==> src/rtl/bit_serial_alu_ctrl.sv <==
// Sequences a 1-bit ALU slice across a WIDTH-bit operand pair, LSB first,
// providing AND/OR/ADD/SUB/SLT with done/zero/carry/overflow flags.
module bit_serial_alu_ctrl #(
  parameter int unsigned WIDTH = 8
) (
  input  logic             i_clk,
  input  logic             i_reset,
  input  logic             i_start,
  input  logic [1:0]       i_op,
  input  logic             i_ainvert,
  input  logic             i_binvert,
  input  logic [WIDTH-1:0] i_a,
  input  logic [WIDTH-1:0] i_b,
  output logic             o_busy,
  output logic             o_done,
  output logic [WIDTH-1:0] o_result,
  output logic             o_zero,
  output logic             o_cout,
  output logic             o_overflow
);

  localparam int unsigned CW = (WIDTH > 2) ? $clog2(WIDTH) : 1;
  localparam logic [CW-1:0] LAST_BIT = CW'(WIDTH - 1);
  localparam logic [1:0] OP_AND = 2'b00;
  localparam logic [1:0] OP_OR  = 2'b01;
  localparam logic [1:0] OP_ADD = 2'b10;
  localparam logic [1:0] OP_SLT = 2'b11;

  typedef enum logic [1:0] {
    S_IDLE = 2'd0,
    S_RUN  = 2'd1,
    S_DONE = 2'd2
  } state_t;

  state_t           r_state;
  logic [WIDTH-1:0] r_a;
  logic [WIDTH-1:0] r_b;
  logic [1:0]       r_op;
  logic             r_ainv;
  logic             r_binv;
  logic             r_carry;
  logic [CW-1:0]    r_cnt;
  logic [WIDTH-1:0] r_shift;
  logic             r_busy;
  logic             r_done;
  logic [WIDTH-1:0] r_result;
  logic             r_zero;
  logic             r_cout;
  logic             r_overflow;

  logic             w_slt;
  logic             w_x;
  logic             w_y;
  logic             w_sum;
  logic             w_carry_out;
  logic             w_bit;
  logic             w_ovf;
  logic             w_lt;
  logic [WIDTH-1:0] w_shift_nxt;
  logic [WIDTH-1:0] w_final;

  // One bit step of the slice; SLT always evaluates a - b
  always_comb begin
    w_slt       = (r_op == OP_SLT);
    w_x         = w_slt ? r_a[0] : (r_a[0] ^ r_ainv);
    w_y         = w_slt ? ~r_b[0] : (r_b[0] ^ r_binv);
    w_sum       = w_x ^ w_y ^ r_carry;
    w_carry_out = (w_x & w_y) | (w_x & r_carry) | (w_y & r_carry);
    case (r_op)
      OP_AND:  w_bit = w_x & w_y;
      OP_OR:   w_bit = w_x | w_y;
      default: w_bit = w_sum;
    endcase
    w_shift_nxt = (r_shift >> 1) | (WIDTH'(w_bit) << (WIDTH - 1));
    // r_carry holds the carry into the MSB while the last bit is processed
    w_ovf       = r_carry ^ w_carry_out;
    w_lt        = w_sum ^ w_ovf;
    w_final     = w_slt ? WIDTH'(w_lt) : w_shift_nxt;
  end

  always_ff @(posedge i_clk) begin
    if (i_reset) begin
      r_state    <= S_IDLE;
      r_a        <= '0;
      r_b        <= '0;
      r_op       <= OP_AND;
      r_ainv     <= 1'b0;
      r_binv     <= 1'b0;
      r_carry    <= 1'b0;
      r_cnt      <= '0;
      r_shift    <= '0;
      r_busy     <= 1'b0;
      r_done     <= 1'b0;
      r_result   <= '0;
      r_zero     <= 1'b0;
      r_cout     <= 1'b0;
      r_overflow <= 1'b0;
    end else begin
      case (r_state)
        S_IDLE: begin
          r_done <= 1'b0;
          if (i_start) begin
            r_a     <= i_a;
            r_b     <= i_b;
            r_op    <= i_op;
            r_ainv  <= i_ainvert;
            r_binv  <= i_binvert;
            r_carry <= (i_op == OP_SLT) ? 1'b1 : i_binvert;
            r_cnt   <= '0;
            r_shift <= '0;
            r_busy  <= 1'b1;
            r_state <= S_RUN;
          end
        end
        S_RUN: begin
          r_a     <= r_a >> 1;
          r_b     <= r_b >> 1;
          r_carry <= w_carry_out;
          r_shift <= w_shift_nxt;
          if (r_cnt == LAST_BIT) begin
            r_busy     <= 1'b0;
            r_done     <= 1'b1;
            r_result   <= w_final;
            r_zero     <= (w_final == '0);
            r_cout     <= (r_op == OP_ADD) & w_carry_out;
            r_overflow <= (r_op == OP_ADD) & w_ovf;
            r_state    <= S_DONE;
          end else begin
            r_cnt <= r_cnt + CW'(1);
          end
        end
        S_DONE: begin
          r_done  <= 1'b0;
          r_state <= S_IDLE;
        end
        default: r_state <= S_IDLE;
      endcase
    end
  end

  assign o_busy     = r_busy;
  assign o_done     = r_done;
  assign o_result   = r_result;
  assign o_zero     = r_zero;
  assign o_cout     = r_cout;
  assign o_overflow = r_overflow;

endmodule

==> config.mk <==
export PLATFORM = sky130hd
export DESIGN_NAME = bit_serial_alu_ctrl
export DESIGN_NICKNAME = d
export VERILOG_FILES = /design/src/rtl/bit_serial_alu_ctrl.sv
export SDC_FILE = /design/constraint.sdc
export NUM_CORES = 1
export LEC_CHECK = 0
export BUFFER_PORTS_ARGS = -buffer_cell sky130_fd_sc_hd__buf_2
export CORE_MARGIN = 10
export CORE_UTILIZATION = 47
export CTS_CLUSTER_DIAMETER = 30
export DETAILED_ROUTE_END_ITERATION = 6
export MAX_ROUTING_LAYER = met4
export PLACE_DENSITY = 0.7
export SLEW_MARGIN = 20
export SYNTH_ARGS = -nofsm -noshare
export SYNTH_HDL_FRONTEND = slang
export SYNTH_SLANG_ARGS = --single-unit
==> constraint.sdc <==
create_clock -name i_clk -period 4.25 [get_ports i_clk]
set_input_delay 0.425 -clock i_clk [delete_from_list [all_inputs] [get_ports i_clk]]
set_output_delay 0.425 -clock i_clk [all_outputs]
set_load 0.1 [all_outputs]
=== Word level (Yosys, flattened, before mapping) ===
Cells that the tools add are included.

* Register bits: 47
* Logic and storage cells: 79
* Output and inout bits: 13

* Equality and inequality tests: 10
* Bitwise logic cells: 16
* Mux-type cells: 24
* Add/sub/neg operators: 1
* Reduce and logical (&&, ||, !) cells: 13

{| class="wikitable"
|+ Operator list
! cell !! count
|-
| $pmux 8 s2 || 3
|-
| $mux 8 || 4
|-
| $reduce_and 2->1 || 5
|-
| $eq 2x2->1 const B || 4
|-
| $logic_not 8->1 || 1
|-
| $or 7x8->8 || 1
|-
| $pmux 1 s2 || 4
|-
| $mux 1 || 7
|-
| $mux 3 || 2
|-
| $ne 2x2->1 const B || 3
|-
| $pmux 3 s2 || 1
|-
| $reduce_and 3->1 || 2
|-
| $xor 1x1->1 || 6
|-
| $and 1x1->1 || 5
|-
| $eq 2x1->1 const B || 2
|-
| $logic_not 2->1 || 2
|-
| $mux 2 || 2
|-
| $pmux 2 s2 || 1
|-
| $reduce_bool 2->1 || 2
|-
| $add 3x1->3 const B || 1
|-
| $eq 3x3->1 const B || 1
|-
| $or 1x1->1 || 3
|-
| $reduce_or 2->1 || 1
|-
| $not 1->1 || 1
|}

=== Logic depth before layout (Yosys ltp) ===
Gate-level depths: netlist of the first run.

* Depth after elaboration: 9
* Depth in mapped cells: 10

=== Worst setup path before layout of the first run ===
Ideal clock, no wire load.

* Kind: register to register
* Start: reg r_op[1]
* End: reg r_result[7] (netlist: o_result[7])
* Stages on the path, launching flop included: 10
* Clock period less this slack: 1.936 ns
* Data arrival time: 1.807 ns
* Setup slack: 2.314 ns
* Required time: 4.121 ns
* Library setup time: 0.129 ns
* Cell sequence: dfxtp_1 -> buf_6 -> nand2_1 -> clkbuf_1 -> nand2_1 -> xnor2_1 -> ha_1 -> xor2_1 -> a31oi_1 -> a211oi_2

* Cells in the longest elaborated chain, start to end: 7
* Elaborated cells on any way between the ends: 12
* Those cells by class: 2 x eq/ne; 4 x mux; 5 x bitwise; 1 x reduce/logical

{| class="wikitable"
|+ RTL lines
! item !! line !! source
|-
| start: declaration || 38 || <nowiki>logic [1:0] r_op;</nowiki>
|-
| start signal: assignment || 105 || <nowiki>r_op <= i_op;</nowiki>
|-
| $eq 2x2->1 || 64 || <nowiki>w_slt = (r_op == OP_SLT);</nowiki>
|-
| $mux 1, on equally long branches || 65, 66 ||
|-
| $xor 1x1->1 (2 in a row) || 67 || <nowiki>w_sum = w_x ^ w_y ^ r_carry;</nowiki>
|-
| $pmux 1 s2 || 69 || <nowiki>case (r_op)</nowiki>
|-
| $or 7x8->8 || 74 || <nowiki>w_shift_nxt = (r_shift >> 1) | (WIDTH'(w_bit) << (WIDTH - 1));</nowiki>
|-
| $mux 8 * || 78 || <nowiki>w_final = w_slt ? WIDTH'(w_lt) : w_shift_nxt;</nowiki>
|-
| end signal: assignment || 123 || <nowiki>r_result <= w_final;</nowiki>
|-
| end: declaration || 46 || <nowiki>logic [WIDTH-1:0] r_result;</nowiki>
|}

Mark *: on every way between the ends. The rest lies on a longest branch, timed or not.
A chain may end at the register's enable or synchronous reset.

=== Final worst setup path of the first run ===
Same ends and word-level chain as after synthesis.

==> results of run 1 <==
[metrics by stage]
step                      util (%)  instances
after floorplan                  -        263
after global routing          53.6        337
after global placement        51.2        329
final                         53.6        337
after detailed placement      51.2        329
after CTS                     53.6        337
[state kept, by name, summed over array words and instances, names as in the netlist, 2 cells and up]
name	cells
r_b	8
r_state	2
r_cnt	3
r_shift	7
r_a	8
o_result	8
r_op	2
[cell type report]
class                           instances  area [um2]
Fill cell                             440        2020
Timing Repair Buffer                   36         183
Inverter                                4        15.0
Tap cell                               52        65.1
Clock inverter                          1        8.76
Multi-Input combinational cell        191        1050
Clock buffer                            7        96.3
Sequential cell                        46         921
[placed cells by master (no fill, tap or decap), types with 2 or more instances in the layout]
| cell type | n |
|---|---|
| sky130_fd_sc_hd__a22oi_1 | 2 |
| sky130_fd_sc_hd__o22ai_1 | 3 |
| sky130_fd_sc_hd__nor3_1 | 2 |
| sky130_fd_sc_hd__buf_2 | 35 |
| sky130_fd_sc_hd__xor2_1 | 3 |
| sky130_fd_sc_hd__dfxtp_1 | 46 |
| sky130_fd_sc_hd__and2_1 | 3 |
| sky130_fd_sc_hd__clkbuf_8 | 7 |
| sky130_fd_sc_hd__o21ai_1 | 2 |
| sky130_fd_sc_hd__o21ai_0 | 2 |
| sky130_fd_sc_hd__ha_1 | 3 |
| sky130_fd_sc_hd__xnor2_1 | 3 |
| sky130_fd_sc_hd__a21oi_1 | 26 |
| sky130_fd_sc_hd__nor2_1 | 26 |
| sky130_fd_sc_hd__nand3_1 | 18 |
| sky130_fd_sc_hd__nand2_1 | 61 |
| sky130_fd_sc_hd__a31oi_1 | 2 |
| sky130_fd_sc_hd__a311oi_1 | 15 |
| sky130_fd_sc_hd__inv_1 | 3 |
| sky130_fd_sc_hd__a21oi_2 | 2 |
[tightest hold or removal path, stage by stage]
cell and delay (ps):
sky130_fd_sc_hd__buf_2 90, sky130_fd_sc_hd__nand2_1 40, sky130_fd_sc_hd__a21oi_1 50
[layer usage]
metal	GRT usage, %	vias to the layer above	part of all wire, %
met2	20.2	47	46
met1	16.9	852	48
met4	4.12	0	0.42
met5	-	-	0
met3	3.56	2	5.9
li1	-	954	-
[cell usage after synthesis (all sizes together)]
master / instances / area, um2
or3: 1 / 6.26
inv: 4 / 15.0
a211oi: 2 / 20.0
a21oi: 28 / 148
xnor2: 3 / 26.3
or2: 1 / 6.26
and2: 3 / 18.8
nand3b: 1 / 7.51
nand2b: 1 / 6.26
buf: 13 / 91.3
a22oi: 2 / 15.0
or2b: 1 / 7.51
ha: 3 / 37.5
a221oi: 1 / 15.0
maj3: 1 / 11.3
o32ai: 1 / 8.76
a2bb2oi: 1 / 8.76
o22ai: 3 / 18.8
nor3: 2 / 10.0
o41ai: 1 / 16.3
nor2: 26 / 97.6
nand3: 18 / 90.1
a211o: 1 / 8.76
nor2b: 1 / 6.26
dfxtp: 46 / 921
a311oi: 15 / 131
xor2: 4 / 42.6
o21ai: 4 / 20.0
and3: 1 / 6.26
clkbuf: 8 / 30.0
dlygate4sd1: 1 / 8.76
a31o: 1 / 8.76
nand2: 61 / 229
a31oi: 2 / 12.5
nor4: 1 / 6.26
[how the worst max path moves through the flow]
stage	endpoint	slack, ps	cells after the start
after floorplan	o_result[7]	2310	9
after global placement	o_result[7]	2240	7
after detailed placement	o_result[7]	2170	7
after CTS	o_result[7]	2170	7
after global routing	o_result[7]	1940	7
final	o_result[7]	2180	7
[kinds of logic (layout without fill, tap and decap cells)]
family                   count (synthesis)  count (layout)  synth area share (%)
flip-flops                              46              46                  43.6
XOR/XNOR                                 7               7                  3.26
adder cells (fa/ha/maj)                  4               4                  2.31
AND/OR/NAND/NOR                        118             118                  23.6
AO/OA/AOI/OAI                           62              62                  20.4
buffers and inverters                   26              48                  6.87
[power by group through the flow]
stage | logic, mW | clock network [mW] | registers [mW]
floorplan | 0.110 | 0 | 0.477
global placement | 0.129 | 0 | 0.481
detailed placement | 0.131 | 0 | 0.481
CTS | 0.132 | 0.302 | 0.471
global route | 0.149 | 0.316 | 0.475
finish | 0.131 | 0.294 | 0.471
==> run summary, run 1 <==
The run finished with clean final reports. Final instance area: 0.00234 mm2. Combinational share of power: 14.6%.

After clock tree synthesis, the clock-pin slew on the worst setup and hold paths is 80 ps. The run gives 0.896 mW as the overall power of the completed layout. The tools report the clock sink count as 46. Endpoint kind of the worst setup timing path: a flip-flop. The die covers 0.00758 mm2. Net switching is 27.4% of the power.

For the worst-case setup slack after placement, the log shows 2170 ps. The part of the power in registers is 52.6%. The HPWL after detailed placement is 3.33 mm.

The critical path launch point was r_op[1]. The clock network accounts for 32.8% of the total power. Pin placement for this block handled 36 I/O pins.

From synthesis to final layout, the design area changed by 10.5%. The first detailed-routing pass took 4 iterations. For the remaining antenna violation count, the log shows 0.

The highest-delay cell along the critical path was sky130_fd_sc_hd__dfxtp_1. Together, buffers and inverters on the worst path number 0. Global routing used 13.4% of the available tracks across all layers.

The hold path endpoint was r_b[7]. The root buffer cell chosen for the clock tree is sky130_fd_sc_hd__clkbuf_8. For the worst-skew pair, the clock arrives at the later sink with an insertion delay of 300 ps. The cell count after synthesis came out at 263. The maximum single-stage delay on the critical path is 480 ps, and the average cell area after synthesis is 8.04 um2. Total overflow reported by the global router: 0.

The via count of the first global-routing pass was 1851; the x dimension of the die was 87.1 um. The run gives 0 as the count of max-cap constraint violations. The initial antenna violation count was 0. Power spread over the standard cell area amounts to 383 mW/mm2. The number of cells traversed by the worst hold path was 3.

The critical path required time was 4400 ps. The pin count of the biggest net entering global routing was 46. After detailed routing, the number of remaining DRC violations is 0. In this run the number of H-tree levels came out at 2. On the critical path the largest part of the delay comes from flip-flops. The power spent charging and discharging nets was 0.245 mW; the maximum ir drop on the vdd rail was 0.208 mV. STA classifies the critical path startpoint as a flip-flop. The first global-routing pass estimated 8.27 mm of wire.

Across all setup checks in the final design, the least slack found is 2180 ps. Summed over all layers, the routed wires come to 4.71 mm. The floorplan has 24 rows.

Summing all placed instances gives a cell area of 0.00223 mm2. The transition time of the tightest slew-check pin is 939 ps. The total count of hold-check failures in the final report was 0; the maximum operating frequency was 482 MHz.

The routability-driven placement congestion ratio is 0.861, and the maximum fanout count along the critical path is 12. The initial core utilization was 48.5%. TritonCTS built the clock tree. Synthesis produced a netlist with a net count of 289. For the proportion of synthesized chip area in sequential cells, the log shows 43.6%. The cell type with the highest occurrence count on the critical path is sky130_fd_sc_hd__nand2_1. In this run the standard cell core region covers 0.00435 mm2. The average wire per standard cell came out at 14.0 um.

Internal power contribution: 0.650 mW. The critical path goes through nand2_1 > nand2_1 > xnor2_1 > ha_1 > xor2_1 > a31oi_1 > a211oi_2. The worst endpoint data arrival time is 2220 ps.

Setup violations remaining at the end of the flow were counted as 0. The tools report the origin of the worst min-delay path as i_b[7]. For the post-cts hold buffer count, the log shows 0. In the finished design, the share of the clock period the worst path needs comes to 48.8%.

Yosys printed 0 warnings. In this run the worst hold path is classified as in2reg. The net total in the final layout is 310, and the number of DRC markers after the initial detailed-route iteration is 226.

The worst reg2reg path endpoint was o_result[7]. Detailed routing inserted a total of 1855 vias. For the tightest hold margin, the log shows 356 ps.

After clock tree synthesis, the setup repair step added 0 buffers. For the worst flop-to-flop path, the logic depth is 7. The via-per-instance ratio is 5.50. The run gives 0 as the quantity of gates resized following cts. The final max-slew violation count came out at 0. Subtracting the final worst setup slack from the clock period gives 2070 ps.

The worst slew margin relative to its limit is 37.2%. Of the cells placed in the final design, the portion with a size suffix greater than 1 is 18.2%. The area of the mapped netlist is 0.00211 mm2, and the count of antenna diodes in the layout is 0. The worst setup path is of the reg2reg kind.

The worst setup slack for register-to-register paths came out at 2180 ps. Setup total negative slack on the finished layout was measured at 0 ps. The startpoint identified for the worst register-to-register timing path is r_op[1]. In this run the tool buffered the top-level ports with 35 buffer cells. Setup repair after global routing left no endpoint under its margin. The synthesized design contains 46 register bits. Yosys mapped the design onto 42 distinct sky130hd cell types.

The worst clock skew on the final layout was 9.46 ps; the leakage power figure was 0.928 nW. The buffer depth of the longest clock path is 2, and the number of CTS-inserted buffers is 5. The die is 87.1 um tall.
Note: power is estimated with default switching activity, not from simulation.
==> inputs of run 2 (changes only) <==
--- a/config.mk
+++ b/config.mk
@@ -5,13 +5,14 @@
 export SDC_FILE = /design/constraint.sdc
 export NUM_CORES = 1
 export LEC_CHECK = 0
+export ABC_AREA = 1
 export BUFFER_PORTS_ARGS = -buffer_cell sky130_fd_sc_hd__buf_2
 export CORE_MARGIN = 10
 export CORE_UTILIZATION = 47
 export CTS_CLUSTER_DIAMETER = 30
 export DETAILED_ROUTE_END_ITERATION = 6
 export MAX_ROUTING_LAYER = met4
-export PLACE_DENSITY = 0.7
+export PLACE_DENSITY = 0.73
 export SLEW_MARGIN = 20
 export SYNTH_ARGS = -nofsm -noshare
 export SYNTH_HDL_FRONTEND = slang
==> constraint.sdc (replaced) <==
create_clock -name i_clk -period 1.9 [get_ports i_clk]
set_input_delay 0.19 -clock i_clk [delete_from_list [all_inputs] [get_ports i_clk]]
set_output_delay 0.19 -clock i_clk [all_outputs]
set_load 0.1 [all_outputs]
==> run 2 against run 1 <==
Critical path depth grew 5. Fmax grew 18%. Flip-flop and latch count is the same. Sequential share of layout area shrank 1.2 points. Setup slack lost 2000 ps. Area after synthesis shrank 4.0%. Critical endpoint is now o_zero.
==> run summary, run 2 <==
The run finished with clean final reports. TritonCTS built the clock tree. Initial antenna violation count: 0. The final critical delay including setup and external delays is 1760 ps, and the clock-pin transition on the worst setup and hold timing paths is 90 ps.

The number of hold buffers added after CTS was 0. After legalization and detailed placement, the total HPWL measured 3.14 mm. After synthesis, the cell types taking the most area are sky130_fd_sc_hd__dfxtp_1 45%, sky130_fd_sc_hd__a211oi_1 10%, sky130_fd_sc_hd__nand2_1 9.4%, sky130_fd_sc_hd__a21oi_1 7.2%, sky130_fd_sc_hd__nor2_1 5.7%.

The overall track demand over capacity in global routing was 12.7%; the final standard cell utilization of the core was 59.4%. Of the available clock period, the critical path in the final layout requires 92.6%. For the number of DRC markers after the initial detailed-route iteration, the log shows 131. Of all cell types, the one taking the most synthesized area is sky130_fd_sc_hd__dfxtp_1. The critical path required time is 2080 ps, and the total of warnings raised by yosys is 0. The worst hold path passes through 3 cells. CTS saw 46 sinks. For the total count of hold-check failures in the final report, the log shows 0.

The tools report the area of the mapped netlist as 0.00203 mm2. The average wire per standard cell is 12.8 um. Endpoint kind of the worst setup timing path: a flip-flop.

The area enclosed by the die boundary is 0.00735 mm2. For this configuration, the core starts out at a cell density of 49.7%. Power spread over the standard cell area amounts to 878 mW/mm2. During I/O placement, the number of pins put on the boundary was 36. The kind of cell with the highest combined delay along the critical path is compound AO/OA/AOI/OAI gates. For this run, the register share of the synthesized area comes to 45.4%.

Sequential cells account for 49.0% of the total power. The worst-case setup slack after placement is 8.21 ps, and the pin count of the biggest net entering global routing is 35. Each instance of the synthesized netlist takes up on average 7.63 um2.

The leakage power figure is 1.07 nW, and the net total in the final layout is 331. The number of buffer and inverter stages on the critical path was 1; the area growth from synthesis to final layout was 19.5%. Worst min-delay path class: in2reg. Counting instances in the post-synthesis netlist gives the leading cell types as 51 x sky130_fd_sc_hd__nand2_1, 46 x sky130_fd_sc_hd__dfxtp_1, 31 x sky130_fd_sc_hd__nor2_1. The run gives 0 as the residual DRC count. Counting cells, the worst reg-to-reg path comes to 12.

The share of total power dissipated in combinational logic is 16.5%. The maximum single-stage delay on the critical path was 390 ps. The floorplan has 23 rows. The area of placed instances was 0.00225 mm2; the worst slew margin relative to its limit was 67.5%. After detailed routing, the number of vias per cell comes to 5.11.

Highest-delay cell along the critical path: sky130_fd_sc_hd__dfxtp_4. Cell with the most instances after synthesis: sky130_fd_sc_hd__nand2_1. Setup repair after global routing left no endpoint under its margin.

Net switching is 25.9% of the power. Maximum operating frequency: 568 MHz. The total area inside the core boundary comes to 0.00409 mm2. The final instance area is 0.00243 mm2, and the clock network power share is 34.4%. The worst setup path is launched from a flip-flop. The maximum fanout count along the critical path is 7, and the share of flip-flops with an asynchronous set or reset is 0%. Between clock sinks in the finished design, the worst skew comes to 9.58 ps. The final max-slew violation count was 0; the quantity of I/O buffers inserted on ports was 35.

STA puts the critical path data arrival time at 1940 ps. Setup total negative slack on the finished layout was measured at 0 ps. Synthesis instantiated 24 different standard cells from the library.

The later pin in the worst-skew pair is clocked with a latency of 300 ps. The number of synthesized flops with an enable pin was 0; the maximum ir drop on the vdd rail was 0.406 mV. The via count of the first global-routing pass is 1724.

In the layout the commonest cells are 50 x sky130_fd_sc_hd__nand2_1, 43 x sky130_fd_sc_hd__dfxtp_1, 35 x sky130_fd_sc_hd__buf_2, 30 x sky130_fd_sc_hd__nor2_1, 29 x sky130_fd_sc_hd__a21oi_1. Most frequently used flop master after synthesis: sky130_fd_sc_hd__dfxtp_1. The height of the die was 85.7 um.

The internal portion of the total power is 1.58 mW. Proportion of netlist area held by the largest area contributor: 45.4%. The library cell used as clock root buffer was sky130_fd_sc_hd__clkbuf_8. The number of instances in the synthesized netlist is 266.

The first global-routing pass estimated 7.68 mm of wire. Leaving out fill and tap cells, the most frequent cell in the layout is sky130_fd_sc_hd__nand2_1. The clock tree synthesis step divided the H-tree into 2 levels. The overall power of the completed layout is 2.13 mW. In this run, CTS created clock tree buffers numbering 5. The pre-antenna-repair detailed-routing pass consisted of 4 iterations.

The critical path is of the reg2reg type. Setup violations remaining at the end of the flow were counted as 0. The analysis attributes to net switching a power of 0.552 mW. The tools report the total nets after synthesis as 292. The buffer depth of the longest clock path is 2. Traced cell by cell, the critical path runs through nand2_4 > nand2_1 > nand2_1 > nand2_2 > inv_1 > ha_4 > a21oi_1 > o21ai_0 > o211ai_1 > a21oi_1 > nand2_1 > a21oi_2. The number of vias after detailed routing was 1814; the share of cells above drive strength 1 was 23.9%.

The synthesized design contains 46 register bits. The x dimension of the die is 85.7 um, and the number of cells on the critical path is 12. The final layout contains routed wiring with a total length of 4.54 mm. For the pin with the worst max-slew slack, the measured transition is 490 ps. Across all setup checks in the final design, the least slack found is 141 ps. The most numerous cell type found on the critical path is sky130_fd_sc_hd__nand2_1. The total overflow left after global routing is 0.

The number of antenna diodes in the final layout is 0. The logs give 0 for the remaining antenna violation count and 0 for the count of max-cap constraint violations. The tools report the routability-driven placement congestion ratio as 0.845.
-- run 2: power by group through the flow --
stage          logic [mW]  registers [mW]  clock network (mW)
2_1_floorplan       0.238            1.07                   0
5_1_grt             0.403            1.05               0.792
4_1_cts             0.329            1.04               0.747
3_5_place_dp        0.325            1.06                   0
3_3_place_gp        0.320            1.06                   0
6_report            0.352            1.04               0.733
-- run 2: cell type report --
type	instances	area [um2]
Fill cell	387	1660
Multi-Input combinational cell	174	930
Sequential cell	46	927
Timing Repair Buffer	47	278
Inverter	31	116
Clock buffer	6	82.6
Tap cell	50	62.6
Clock inverter	1	30.0
-- run 2: kinds of logic (layout without fill, tap and decap cells) --
group	Yosys count	in the layout	share of synthesized area, %
simple gates	96	96	20.2
compound gates	74	74	22.2
flops	46	46	45.4
buf+inv	46	85	9.93
fa+ha+maj	3	3	1.85
xor+xnor	1	1	0.432
-- run 2: routing by layer --
metal / vias to the layer above / track usage (%) / routed length, um
met2: 25 / 20.8 / 2160
li1: 956 / - / -
met4: 0 / 3.59 / 52
met3: 6 / 3.69 / 138
met5: - / - / 0
met1: 827 / 14.9 / 2190
-- run 2: stage by stage --
step                      hold WS [ps]  cells
after floorplan                    337    266
after global placement             446    343
after detailed placement           449    343
after CTS                          137    350
after global routing               146    355
final                              145    355
-- run 2: worst register-to-register path, delay by kind of cell, from the launching register on --
kind,cells,cell delay [ps]
fa+ha+maj,1,250
compound gates,5,540
buf+inv,1,70
flops,1,390
simple gates,5,390
-- run 2: worst paths after layout --
path,start,end,slack (ps)
worst max register to register,r_op[0],o_zero,140
worst min-delay path,i_a[7],r_a[7],150
worst max-delay path,r_op[0],o_zero,140
worst min register to register,r_state[0],o_done,460
-- run 2: timing repair --
action,4_1_cts,5_1_grt
setup buffers,0,5
endpoints found under the hold margin,0,0
resized for setup,1,6
pin swaps,0,2
endpoints found under the setup margin,1,7
gates cloned,0,0
==> inputs of run 3 (changes only) <==
--- a/config.mk
+++ b/config.mk
@@ -8,12 +8,12 @@
 export ABC_AREA = 1
 export BUFFER_PORTS_ARGS = -buffer_cell sky130_fd_sc_hd__buf_2
 export CORE_MARGIN = 10
-export CORE_UTILIZATION = 47
+export CORE_UTILIZATION = 49
 export CTS_CLUSTER_DIAMETER = 30
 export DETAILED_ROUTE_END_ITERATION = 6
 export MAX_ROUTING_LAYER = met4
-export PLACE_DENSITY = 0.73
-export SLEW_MARGIN = 20
+export PLACE_DENSITY = 0.75
+export SLEW_MARGIN = 0
 export SYNTH_ARGS = -nofsm -noshare
 export SYNTH_HDL_FRONTEND = slang
 export SYNTH_SLANG_ARGS = --single-unit
==> run 3 against run 2 <==
Cell count is 0.85% lower. Clock power fell by 18%. Sequential share of layout area is 0.76 points higher. Die area down 3.1%. Register-to-register slack about the same. Via count shrank 2.0%. Clock skew decreased by 1.7 ps. Cell area shrank 2.5%. Non-clock buffer count decreased by 4. Combinational power down 2%.
==> run summary, run 3 (same netlist as run 2, synthesis figures left out) <==
The worst min-delay path class is in2reg. The fill cell total of the finished layout is 373, and the HPWL reported at the end of detailed placement is 3.17 mm. The repair_antennas step left the layout with diodes totalling 0. Entering global routing, the biggest net connects 35 pins. The number of cells traversed by the worst hold path is 3, and the x dimension of the die is 84.4 um. Static timing analysis puts the maximum clock frequency at 570 MHz. The total power per unit cell area works out to 840 mW/mm2. The final critical-path share of the clock period was 92.3%; the initial antenna violation count was 0. Before antenna repair, the detailed router went through 4 iterations.

The share of cells above drive strength 1 was 22.2%; the setup violation total in the final timing report was 0. Headroom to the max-slew limit came out at 67.5%. After clock tree synthesis, the clock-pin slew on the worst setup and hold paths is 80 ps. The average wire per standard cell is 12.3 um, and the area of placed instances is 0.00226 mm2.

The logs give 0 for the final max-slew violation count and 5 for the number of CTS-inserted buffers. VDD sags by at most 0.462 mV. The quantity of I/O buffers inserted on ports is 35. TritonCTS built the clock tree. Counting along the longest clock path gives a buffer depth of 2. The clock latency on the worst-skew pair was 300 ps; the via count of the first global-routing pass was 1612. The logs give 352 for the number of non-filler instances in the completed layout and 108 for the number of DRC markers after the initial detailed-route iteration. For this run, the post-layout net count is 327. 36 I/O pins were placed.

Timing analysis after detailed placement gives a worst setup slack of 63.8 ps. Global routing finished with a remaining overflow of 0. The flow ran to the end, and the final reports show no timing, DRC or antenna violations.

Hold timing on the final database bottoms out at a slack of 137 ps. In this run the register-to-register setup slack is 150 ps. The run gives 0 as the residual DRC count. The finished cells cover 0.00237 mm2. For hold timing, the worst endpoint is r_a[7]. After layout, the worst setup slack is 147 ps. The tools report the category of the worst setup path launch point as a flip-flop. The initial utilization of the core area, before any placement, comes to 50.7%. The total count of hold-check failures in the final report was 0; the routability-driven placement congestion ratio was 0.904. Summing over every cut layer, the via total after detailed routing is 1777.

The core area came out at 0.00400 mm2. Most common cell after layout, fill and taps aside: sky130_fd_sc_hd__nand2_1. The maximum fanout count along the critical path came out at 6. In this run the critical register-to-register path is launched from r_op[0].

The tools report the number of cell rows as 23. The routed design could run at a clock period as short as 1750 ps. For this design, the sink count on the clock tree is 46.

The tools report the global-route wire length before repair as 7.53 mm. From synthesis to final layout, the design area changed by 16.6%. The clock arrives with 7.88 ps of skew.

STA classifies the critical path endpoint as a flip-flop. The worst hold path begins at i_a[7]. For this block, the routed nets add up to 4.33 mm of wire. Buffers added to address setup during post-CTS repair amount to 0.

The tree is rooted in a sky130_fd_sc_hd__clkbuf_8. Leaving out fill and tap cells, the most frequent cells in the layout are 51 x sky130_fd_sc_hd__nand2_1, 45 x sky130_fd_sc_hd__dfxtp_1, 35 x sky130_fd_sc_hd__buf_2, 30 x sky130_fd_sc_hd__nor2_1. The remaining antenna violation count is 0, and the critical path required time is 2140 ps.

Measured along the y axis, the die boundary spans 84.4 um. The worst endpoint data arrival time is 2000 ps, and the area enclosed by the die boundary is 0.00712 mm2. The transition time of the tightest slew-check pin is 490 ps, and the count of placed standard cells including taps is 344.

The worst register-to-register path ends at o_zero. The run gives 0 as the count of max-cap constraint violations. The via-per-instance ratio was 5.05.

The H-tree generated during clock tree synthesis spans 2 levels. The startpoint-to-endpoint class of the critical path is reg2reg. For the leakage power figure, the log shows 1.03 nW. The overall track demand over capacity in global routing was 12.8%. Counting cells, the worst reg-to-reg path comes to 12.
[run 3: metal layers]
metal  GRT usage (%)  part of all wire (%)
met5               -                     0
met4            6.14                   2.1
met3            3.38                   3.6
met2            19.6                    47
met1            15.3                    47
[run 3: through the flow]
stage | utilization [%] | total power, mW | TNS (ps)
after detailed placement | 56.4 | 1.39 | 0
after floorplan | - | 1.31 | 0
after global routing | 59.1 | 2.11 | -3.39
after CTS | 58.7 | 2.00 | 0
final | 59.1 | 1.99 | 0
after global placement | 56.4 | 1.39 | 0
[run 3: worst max-delay path, stage by stage (launching register included)]
cell	delay, ps
sky130_fd_sc_hd__dfxtp_1	360
sky130_fd_sc_hd__nand2_2	110
sky130_fd_sc_hd__inv_2	90
sky130_fd_sc_hd__nand2_1	50
sky130_fd_sc_hd__nand2_1	100
sky130_fd_sc_hd__inv_1	70
sky130_fd_sc_hd__ha_4	290
sky130_fd_sc_hd__a21oi_2	60
sky130_fd_sc_hd__o21ai_1	90
sky130_fd_sc_hd__o211ai_1	140
sky130_fd_sc_hd__a21oi_1	160
sky130_fd_sc_hd__nand2_1	80
sky130_fd_sc_hd__a21oi_2	100
[run 3: repair_timing]
item / 4_1_cts / 5_1_grt
resized for setup: 0 / 4
endpoints found under the hold margin: 0 / 0
hold buffers: 0 / 0
setup endpoints to repair: 0 / 3
[run 3: worst max-delay path by stage]
stage / from / to / slack (ps) / cells past startpoint
after floorplan: r_op[0] / o_zero / 200 / 12
after detailed placement: r_op[1] / o_zero / 60 / 12
final: r_op[0] / o_zero / 150 / 12
after global placement: r_op[1] / o_zero / 160 / 12
after CTS: r_op[1] / o_zero / 50 / 12
after global routing: r_op[0] / o_zero / -3 / 12
[run 3: final cells by class]
class | count | area [um2] | area share (%)
Clock inverter | 1 | 5.00 | 0.212
Sequential cell | 46 | 922 | 39.0
Timing Repair Buffer | 43 | 248 | 10.5
Clock buffer | 7 | 86.3 | 3.65
Inverter | 31 | 116 | 4.92
Tap cell | 50 | 62.6 | 2.64
Multi-Input combinational cell | 174 | 926 | 39.1
[run 3: report_power, final]
group / internal [mW] / switching, mW / leakage [nW] / total [mW]
clock: 0.293 / 0.307 / 0.0482 / 0.601
sequential: 1.02 / 0.0257 / 0.377 / 1.04
combinational: 0.134 / 0.211 / 0.610 / 0.345
total: 1.44 / 0.544 / 1.03 / 1.99
